==> src/rtl/cpu_mem_pkg.sv <==
// Shared definitions for the data-memory arbiter: FSM encoding, memory bus
// widths and requester identifiers.
package cpu_mem_pkg;

    typedef enum logic [1:0] {
        IDLE   = 2'd0,
        ACCESS = 2'd1,
        DONE   = 2'd2
    } arb_state_e;

    localparam int MEM_DATA_W = 24;
    localparam int MEM_ADDR_W = 24;

    localparam logic REQ_A = 1'b0;
    localparam logic REQ_B = 1'b1;

    // One-hot request position of a requester id (bit 0 = A, bit 1 = B).
    function automatic logic [1:0] req_onehot(input logic id);
        logic [1:0] oh;
        if (id == REQ_B) begin
            oh = 2'b10;
        end else begin
            oh = 2'b01;
        end
        return oh;
    endfunction

endpackage

==> src/rtl/mem_arbiter_rr_arb2.sv <==
// Combinational two-way round-robin picker; a set mask bit removes that
// requester from consideration for the current decision.
module rr_arb2
    import cpu_mem_pkg::*;
(
    input  logic [1:0] req,
    input  logic [1:0] mask,
    input  logic       last_grant,
    output logic       gnt_valid,
    output logic       gnt_id
);

    logic [1:0] elig_s;

    assign elig_s = req & ~mask;

    // On a tie the requester that did not win last time goes first.
    always_comb begin
        gnt_valid = 1'b0;
        gnt_id    = REQ_A;
        case (elig_s)
            2'b01: begin
                gnt_valid = 1'b1;
                gnt_id    = REQ_A;
            end
            2'b10: begin
                gnt_valid = 1'b1;
                gnt_id    = REQ_B;
            end
            2'b11: begin
                gnt_valid = 1'b1;
                gnt_id    = ~last_grant;
            end
            default: begin
                gnt_valid = 1'b0;
                gnt_id    = REQ_A;
            end
        endcase
    end

endmodule

==> src/rtl/mem_arbiter.sv <==
// Two-requester round-robin arbiter in front of the 24-bit x 256-word data
// memory. Optional A-side bus lock is built when MEM_ARB_LOCK_EN is defined.
module mem_arbiter
    import cpu_mem_pkg::*;
#(
    parameter int DATA_W = MEM_DATA_W,
    parameter int ADDR_W = 8
) (
    input  logic                  clk,
    input  logic                  rst_n,
    input  logic                  a_req,
    input  logic                  a_we,
    input  logic [ADDR_W-1:0]     a_addr,
    input  logic [DATA_W-1:0]     a_wdata,
`ifdef MEM_ARB_LOCK_EN
    input  logic                  a_lock,
`endif
    output logic                  a_ack,
    output logic [DATA_W-1:0]     a_rdata,
    input  logic                  b_req,
    input  logic                  b_we,
    input  logic [ADDR_W-1:0]     b_addr,
    input  logic [DATA_W-1:0]     b_wdata,
    output logic                  b_ack,
    output logic [DATA_W-1:0]     b_rdata,
    output logic [MEM_ADDR_W-1:0] mem_addr,
    output logic [DATA_W-1:0]     mem_din,
    output logic                  mem_we,
    input  logic [DATA_W-1:0]     mem_dout,
    output logic                  busy
);

    arb_state_e            state_q, state_d;
    logic                  last_grant_q, last_grant_d;
    logic                  lock_held_q, lock_held_d;
    logic                  cmd_id_q, cmd_id_d;
    logic                  cmd_we_q, cmd_we_d;
    logic [ADDR_W-1:0]     cmd_addr_q, cmd_addr_d;
    logic [DATA_W-1:0]     cmd_wdata_q, cmd_wdata_d;

    logic [MEM_ADDR_W-1:0] mem_addr_q, mem_addr_d;
    logic [DATA_W-1:0]     mem_din_q, mem_din_d;
    logic                  mem_we_q, mem_we_d;
    logic                  a_ack_q, a_ack_d;
    logic                  b_ack_q, b_ack_d;
    logic [DATA_W-1:0]     a_rdata_q, a_rdata_d;
    logic [DATA_W-1:0]     b_rdata_q, b_rdata_d;
    logic                  busy_q, busy_d;

    logic                  a_lock_s;
    logic [1:0]            arb_req_s;
    logic [1:0]            arb_mask_s;
    logic                  gnt_valid_s;
    logic                  gnt_id_s;
    logic                  grant_s;

`ifdef MEM_ARB_LOCK_EN
    assign a_lock_s = a_lock;
`else
    assign a_lock_s = 1'b0;
`endif

    // In DONE the just-served requester is still holding req, so it is masked;
    // a held lock keeps B out in every state.
    assign arb_req_s  = {b_req, a_req};
    assign arb_mask_s = ((state_q == DONE) ? req_onehot(cmd_id_q) : 2'b00)
                      | {lock_held_q, 1'b0};

    rr_arb2 u_rr_arb2 (
        .req        (arb_req_s),
        .mask       (arb_mask_s),
        .last_grant (last_grant_q),
        .gnt_valid  (gnt_valid_s),
        .gnt_id     (gnt_id_s)
    );

    // FSM state register.
    always_ff @(posedge clk or negedge rst_n) begin
        if (!rst_n) begin
            state_q <= IDLE;
        end else begin
            state_q <= state_d;
        end
    end

    // FSM next-state logic; grant_s marks the cycle a new command is latched.
    always_comb begin
        state_d = state_q;
        grant_s = 1'b0;
        case (state_q)
            IDLE, DONE: begin
                if (gnt_valid_s) begin
                    state_d = ACCESS;
                    grant_s = 1'b1;
                end else begin
                    state_d = IDLE;
                    grant_s = 1'b0;
                end
            end
            ACCESS: begin
                state_d = DONE;
                grant_s = 1'b0;
            end
            default: begin
                state_d = IDLE;
                grant_s = 1'b0;
            end
        endcase
    end

    // Command latch, lock tracking and round-robin history next-state.
    always_comb begin
        cmd_id_d     = cmd_id_q;
        cmd_we_d     = cmd_we_q;
        cmd_addr_d   = cmd_addr_q;
        cmd_wdata_d  = cmd_wdata_q;
        lock_held_d  = lock_held_q;
        last_grant_d = last_grant_q;
        if (grant_s) begin
            cmd_id_d = gnt_id_s;
            if (gnt_id_s == REQ_B) begin
                cmd_we_d    = b_we;
                cmd_addr_d  = b_addr;
                cmd_wdata_d = b_wdata;
                lock_held_d = lock_held_q;
            end else begin
                cmd_we_d    = a_we;
                cmd_addr_d  = a_addr;
                cmd_wdata_d = a_wdata;
                lock_held_d = a_lock_s;
            end
        end else begin
            cmd_id_d    = cmd_id_q;
            lock_held_d = lock_held_q;
        end
        if (state_q == DONE) begin
            last_grant_d = cmd_id_q;
        end else begin
            last_grant_d = last_grant_q;
        end
    end

    // Command and arbitration history registers.
    always_ff @(posedge clk or negedge rst_n) begin
        if (!rst_n) begin
            cmd_id_q     <= REQ_A;
            cmd_we_q     <= 1'b0;
            cmd_addr_q   <= {ADDR_W{1'b0}};
            cmd_wdata_q  <= {DATA_W{1'b0}};
            lock_held_q  <= 1'b0;
            last_grant_q <= REQ_B;
        end else begin
            cmd_id_q     <= cmd_id_d;
            cmd_we_q     <= cmd_we_d;
            cmd_addr_q   <= cmd_addr_d;
            cmd_wdata_q  <= cmd_wdata_d;
            lock_held_q  <= lock_held_d;
            last_grant_q <= last_grant_d;
        end
    end

    // Output next-state: the memory bus is live only while entering/in ACCESS,
    // and the ack plus read data follow the ACCESS cycle.
    always_comb begin
        mem_we_d   = 1'b0;
        mem_addr_d = {MEM_ADDR_W{1'b0}};
        mem_din_d  = {DATA_W{1'b0}};
        a_rdata_d  = a_rdata_q;
        b_rdata_d  = b_rdata_q;
        if (state_d == ACCESS) begin
            mem_we_d   = cmd_we_d;
            mem_addr_d = {{(MEM_ADDR_W-ADDR_W){1'b0}}, cmd_addr_d};
            mem_din_d  = cmd_wdata_d;
        end else begin
            mem_we_d   = 1'b0;
            mem_addr_d = {MEM_ADDR_W{1'b0}};
            mem_din_d  = {DATA_W{1'b0}};
        end
        a_ack_d = (state_q == ACCESS) && (cmd_id_q == REQ_A);
        b_ack_d = (state_q == ACCESS) && (cmd_id_q == REQ_B);
        if (a_ack_d) begin
            a_rdata_d = cmd_we_q ? {DATA_W{1'b0}} : mem_dout;
        end else begin
            a_rdata_d = a_rdata_q;
        end
        if (b_ack_d) begin
            b_rdata_d = cmd_we_q ? {DATA_W{1'b0}} : mem_dout;
        end else begin
            b_rdata_d = b_rdata_q;
        end
        busy_d = (state_d != IDLE);
    end

    // Output registers; the async reset drops mem_we immediately.
    always_ff @(posedge clk or negedge rst_n) begin
        if (!rst_n) begin
            mem_we_q   <= 1'b0;
            mem_addr_q <= {MEM_ADDR_W{1'b0}};
            mem_din_q  <= {DATA_W{1'b0}};
            a_ack_q    <= 1'b0;
            b_ack_q    <= 1'b0;
            a_rdata_q  <= {DATA_W{1'b0}};
            b_rdata_q  <= {DATA_W{1'b0}};
            busy_q     <= 1'b0;
        end else begin
            mem_we_q   <= mem_we_d;
            mem_addr_q <= mem_addr_d;
            mem_din_q  <= mem_din_d;
            a_ack_q    <= a_ack_d;
            b_ack_q    <= b_ack_d;
            a_rdata_q  <= a_rdata_d;
            b_rdata_q  <= b_rdata_d;
            busy_q     <= busy_d;
        end
    end

    assign mem_we   = mem_we_q;
    assign mem_addr = mem_addr_q;
    assign mem_din  = mem_din_q;
    assign a_ack    = a_ack_q;
    assign b_ack    = b_ack_q;
    assign a_rdata  = a_rdata_q;
    assign b_rdata  = b_rdata_q;
    assign busy     = busy_q;

endmodule

==> config.mk <==
export PLATFORM = sky130hd
export DESIGN_NAME = mem_arbiter
export DESIGN_NICKNAME = d
export VERILOG_FILES = /design/src/rtl/cpu_mem_pkg.sv /design/src/rtl/mem_arbiter_rr_arb2.sv /design/src/rtl/mem_arbiter.sv
export SDC_FILE = /design/constraint.sdc
export NUM_CORES = 1
export LEC_CHECK = 0
export ABC_AREA = 1
export BUFFER_PORTS_ARGS = -buffer_cell sky130_fd_sc_hd__buf_4
export CORE_ASPECT_RATIO = 1.1
export CORE_MARGIN = 4
export CORE_UTILIZATION = 41
export DETAILED_ROUTE_END_ITERATION = 10
export HOLD_SLACK_MARGIN = 0.1
export PLACE_DENSITY = 0.75
export SLEW_MARGIN = 10
export SYNTH_ARGS = -nofsm -noshare
export SYNTH_HDL_FRONTEND = slang
export SYNTH_HIERARCHICAL = 1
export SYNTH_SLANG_ARGS = --single-unit
==> constraint.sdc <==
create_clock -name clk -period 1.9 [get_ports clk]
set_clock_uncertainty 0.2 [all_clocks]
set_input_delay 0.19 -clock clk [delete_from_list [all_inputs] [get_ports clk]]
set_output_delay 0.19 -clock clk [all_outputs]
set_load 0.1 [all_outputs]
==> flow_summary.json <==
{
  "ys_seq_elements": 89,
  "end_kind": "register",
  "grt_max_degree": 49,
  "seq_area_frac_synth": 0.552,
  "avgViaCountPerCell": 4.79,
  "fill_cells": 639,
  "required_ns": 1.95,
  "synth_top_area_cell": "dfrtp_1",
  "post-route-util": 0.697,
  "maxSlewHeadroom": 0.399,
  "regArea_um2": 2230,
  "crit_fanout": 32,
  "antennaDiodeCount": 0,
  "path_common_cell": "nand2_1",
  "dieHeight_um": 112,
  "cts_max_level": 3,
  "avgSynthCellArea_um2": 7.71,
  "wirelength_um": 14300,
  "synthTopCellsByArea": "dfrtp_1 (55%), nand2_1 (21%), nand3_1 (6.6%)",
  "clk_pin_slew_worst_paths_ns": 0.09,
  "max_cap_viol_count": 0,
  "io_pins": 194,
  "crit_path_start_kind": "register",
  "ff2ff_path_depth": 13,
  "min_period_ns": 1.76,
  "hp-class": "in -> reg",
  "setup_tns_ns": 0,
  "fmax_ghz": 0.569,
  "die_w_um": 103,
  "gp_congestion": 0.826,
  "num_rows": 37,
  "ys_warn_count": 6,
  "max_stage_delay_ns": 0.39,
  "drc": 0,
  "clock-sinks": 89,
  "layout_common_cells": "nand2_1 (229), buf_4 (185), dlygate4sd3_1 (92)",
  "power_density_nw_per_um2": 1820,
  "worstMarginPinSlew_ns": 0.901,
  "grt_pass1_vias": 4621,
  "post_drt_wl_per_cell_um": 15.7,
  "final_common_cell": "nand2_1",
  "crit_chain": "inv_2, nand2_2, nor2_1, inv_1, nand3_1, nand2_1, inv_2, clkinv_2, buf_12, nand2_1, nand2_1, nand2_1, inv_1",
  "setup_viol": 0,
  "worstSkewPairLatency_ns": 0.35,
  "rsz0062_at_grt": "no",
  "synthDistinctLibCells": 17,
  "drt-pass1-iter-count": 4,
  "status": "finished clean",
  "areaGrowthSynthToFinish_pct": 63.8,
  "critPathSlowestCell": "dfrtp_1",
  "stdcell_count": 910,
  "hold_depth": 6,
  "finalNetCount": 882,
  "numCtsBuffers": 9,
  "grt_usage": 0.252,
  "layout-drive-gt1-share": 0.272,
  "vias": 4356,
  "maxSlewViolCount": 0,
  "hold_viol_final": 0,
  "whs_ns": 0.109,
  "coreArea_um2": 9490,
  "place_hpwl_um": 8190,
  "port_buffers": 177,
  "peakVddDrop_mv": 0.981,
  "cellLeakagePower_nw": 3.98,
  "worstPathArrival_ns": 1.81,
  "multi_input_area_um2": 1340,
  "grt_first_pass_wirelength_um": 22700,
  "ant_nets": 0,
  "cts_tree": "done",
  "netlist_area_um2": 4040,
  "drt-initial-drc-count": 246,
  "postSynthCellCount": 524,
  "start_util": 0.426,
  "antenna_found_initial": 0,
  "synth_top_area_frac": 0.545,
  "globalRouteOverflowTotal": 0,
  "clockRootBuffer": "clkbuf_8",
  "post-place-cells": 801,
  "dieArea_um2": 11500,
  "path_class": "reg -> reg",
  "period_share": 0.925,
  "clk_path_buf_depth": 2
}
## worst max-delay path: cells and delay by family (launching register included)
kind,cells,cell delay [ns]
flip-flops,1,0.39
buffers and inverters,6,0.50
AND/OR/NAND/NOR,7,0.55
## area by class of cell
cell class / instances / share of cell area
Inverter: 73 / 0.0416
Sequential cell: 89 / 0.337
Tap cell: 117 / 0.0221
Clock inverter: 5 / 0.00927
Timing Repair Buffer: 282 / 0.364
Multi-Input combinational cell: 333 / 0.203
Clock buffer: 11 / 0.0229
## path summary, 6_finish.rpt
check | startpoint | to | slack (ns)
worst max-delay path | state_q[0] | mem_addr[5] | 0.14
worst min-delay path | a_req | cmd_id_q | 0.11
worst max register to register | state_q[0] | mem_addr[5] | 0.14
worst min register to register | b_rdata[9] | b_rdata[9] | 0.29
max in group asynchronous | rst_n | mem_din[13] | 0.32
min in group asynchronous | rst_n | b_rdata[14] | 0.64
## cells in the mapped netlist (all sizes together)
cell      n
dfrtp    88
o21ai     4
clkinv    1
nand2   230
nand3    54
inv      72
buf      38
dfstp     1
conb      1
clkbuf    6
nor2     29
## layer usage
metal | global-route usage | routed length, µm | vias to the layer above
li1 | - | - | 2044
met1 | 0.308 | 5410 | 2034
met2 | 0.416 | 6900 | 247
met3 | 0.0889 | 1650 | 31
met4 | 0.0787 | 318 | 0
met5 | 0 | 0 | -
## power by group
group          switching [mW]  internal (mW)  leakage (nW)
logic                    6.13           1.60          2.71
registers               0.432           2.53          1.15
clock network           0.687          0.690         0.110
## through the flow
step | instance area, µm² | power, mW | setup slack (ns)
floorplan | 4100 | 8.73 | 0.0111
global placement | 5470 | 10.4 | 0.196
detailed placement | 5470 | 10.5 | 0.135
CTS | 6600 | 12.0 | 0.100
global route | 6610 | 12.6 | 0.0225
finish | 6610 | 12.1 | 0.143
## what timing repair did
action / 4_1_cts / 5_1_grt
hold endpoints to repair: 171 / 0
hold buffers: 92 / 0
setup buffers: 0 / 1
setup endpoints to repair: 0 / 31
resized for setup: 0 / 4
## cell families after synthesis
kind of cell	Yosys count	share of synthesized area
compound gates	4	0.00496
buf+inv	117	0.132
other cells	1	0.000928
simple gates	313	0.310
flops	89	0.552
## registers in the layout (all words and copies together) (netlist names)
signal / flops
mem_addr: 8
a_ack: 1
b_rdata: 24
cmd_we_q: 1
b_ack: 1
cmd_id_q: 1
last_grant_q: 1
mem_we: 1
state_q: 2
busy: 1
a_rdata: 24
mem_din: 24
(Power assumes the default switching activity.)
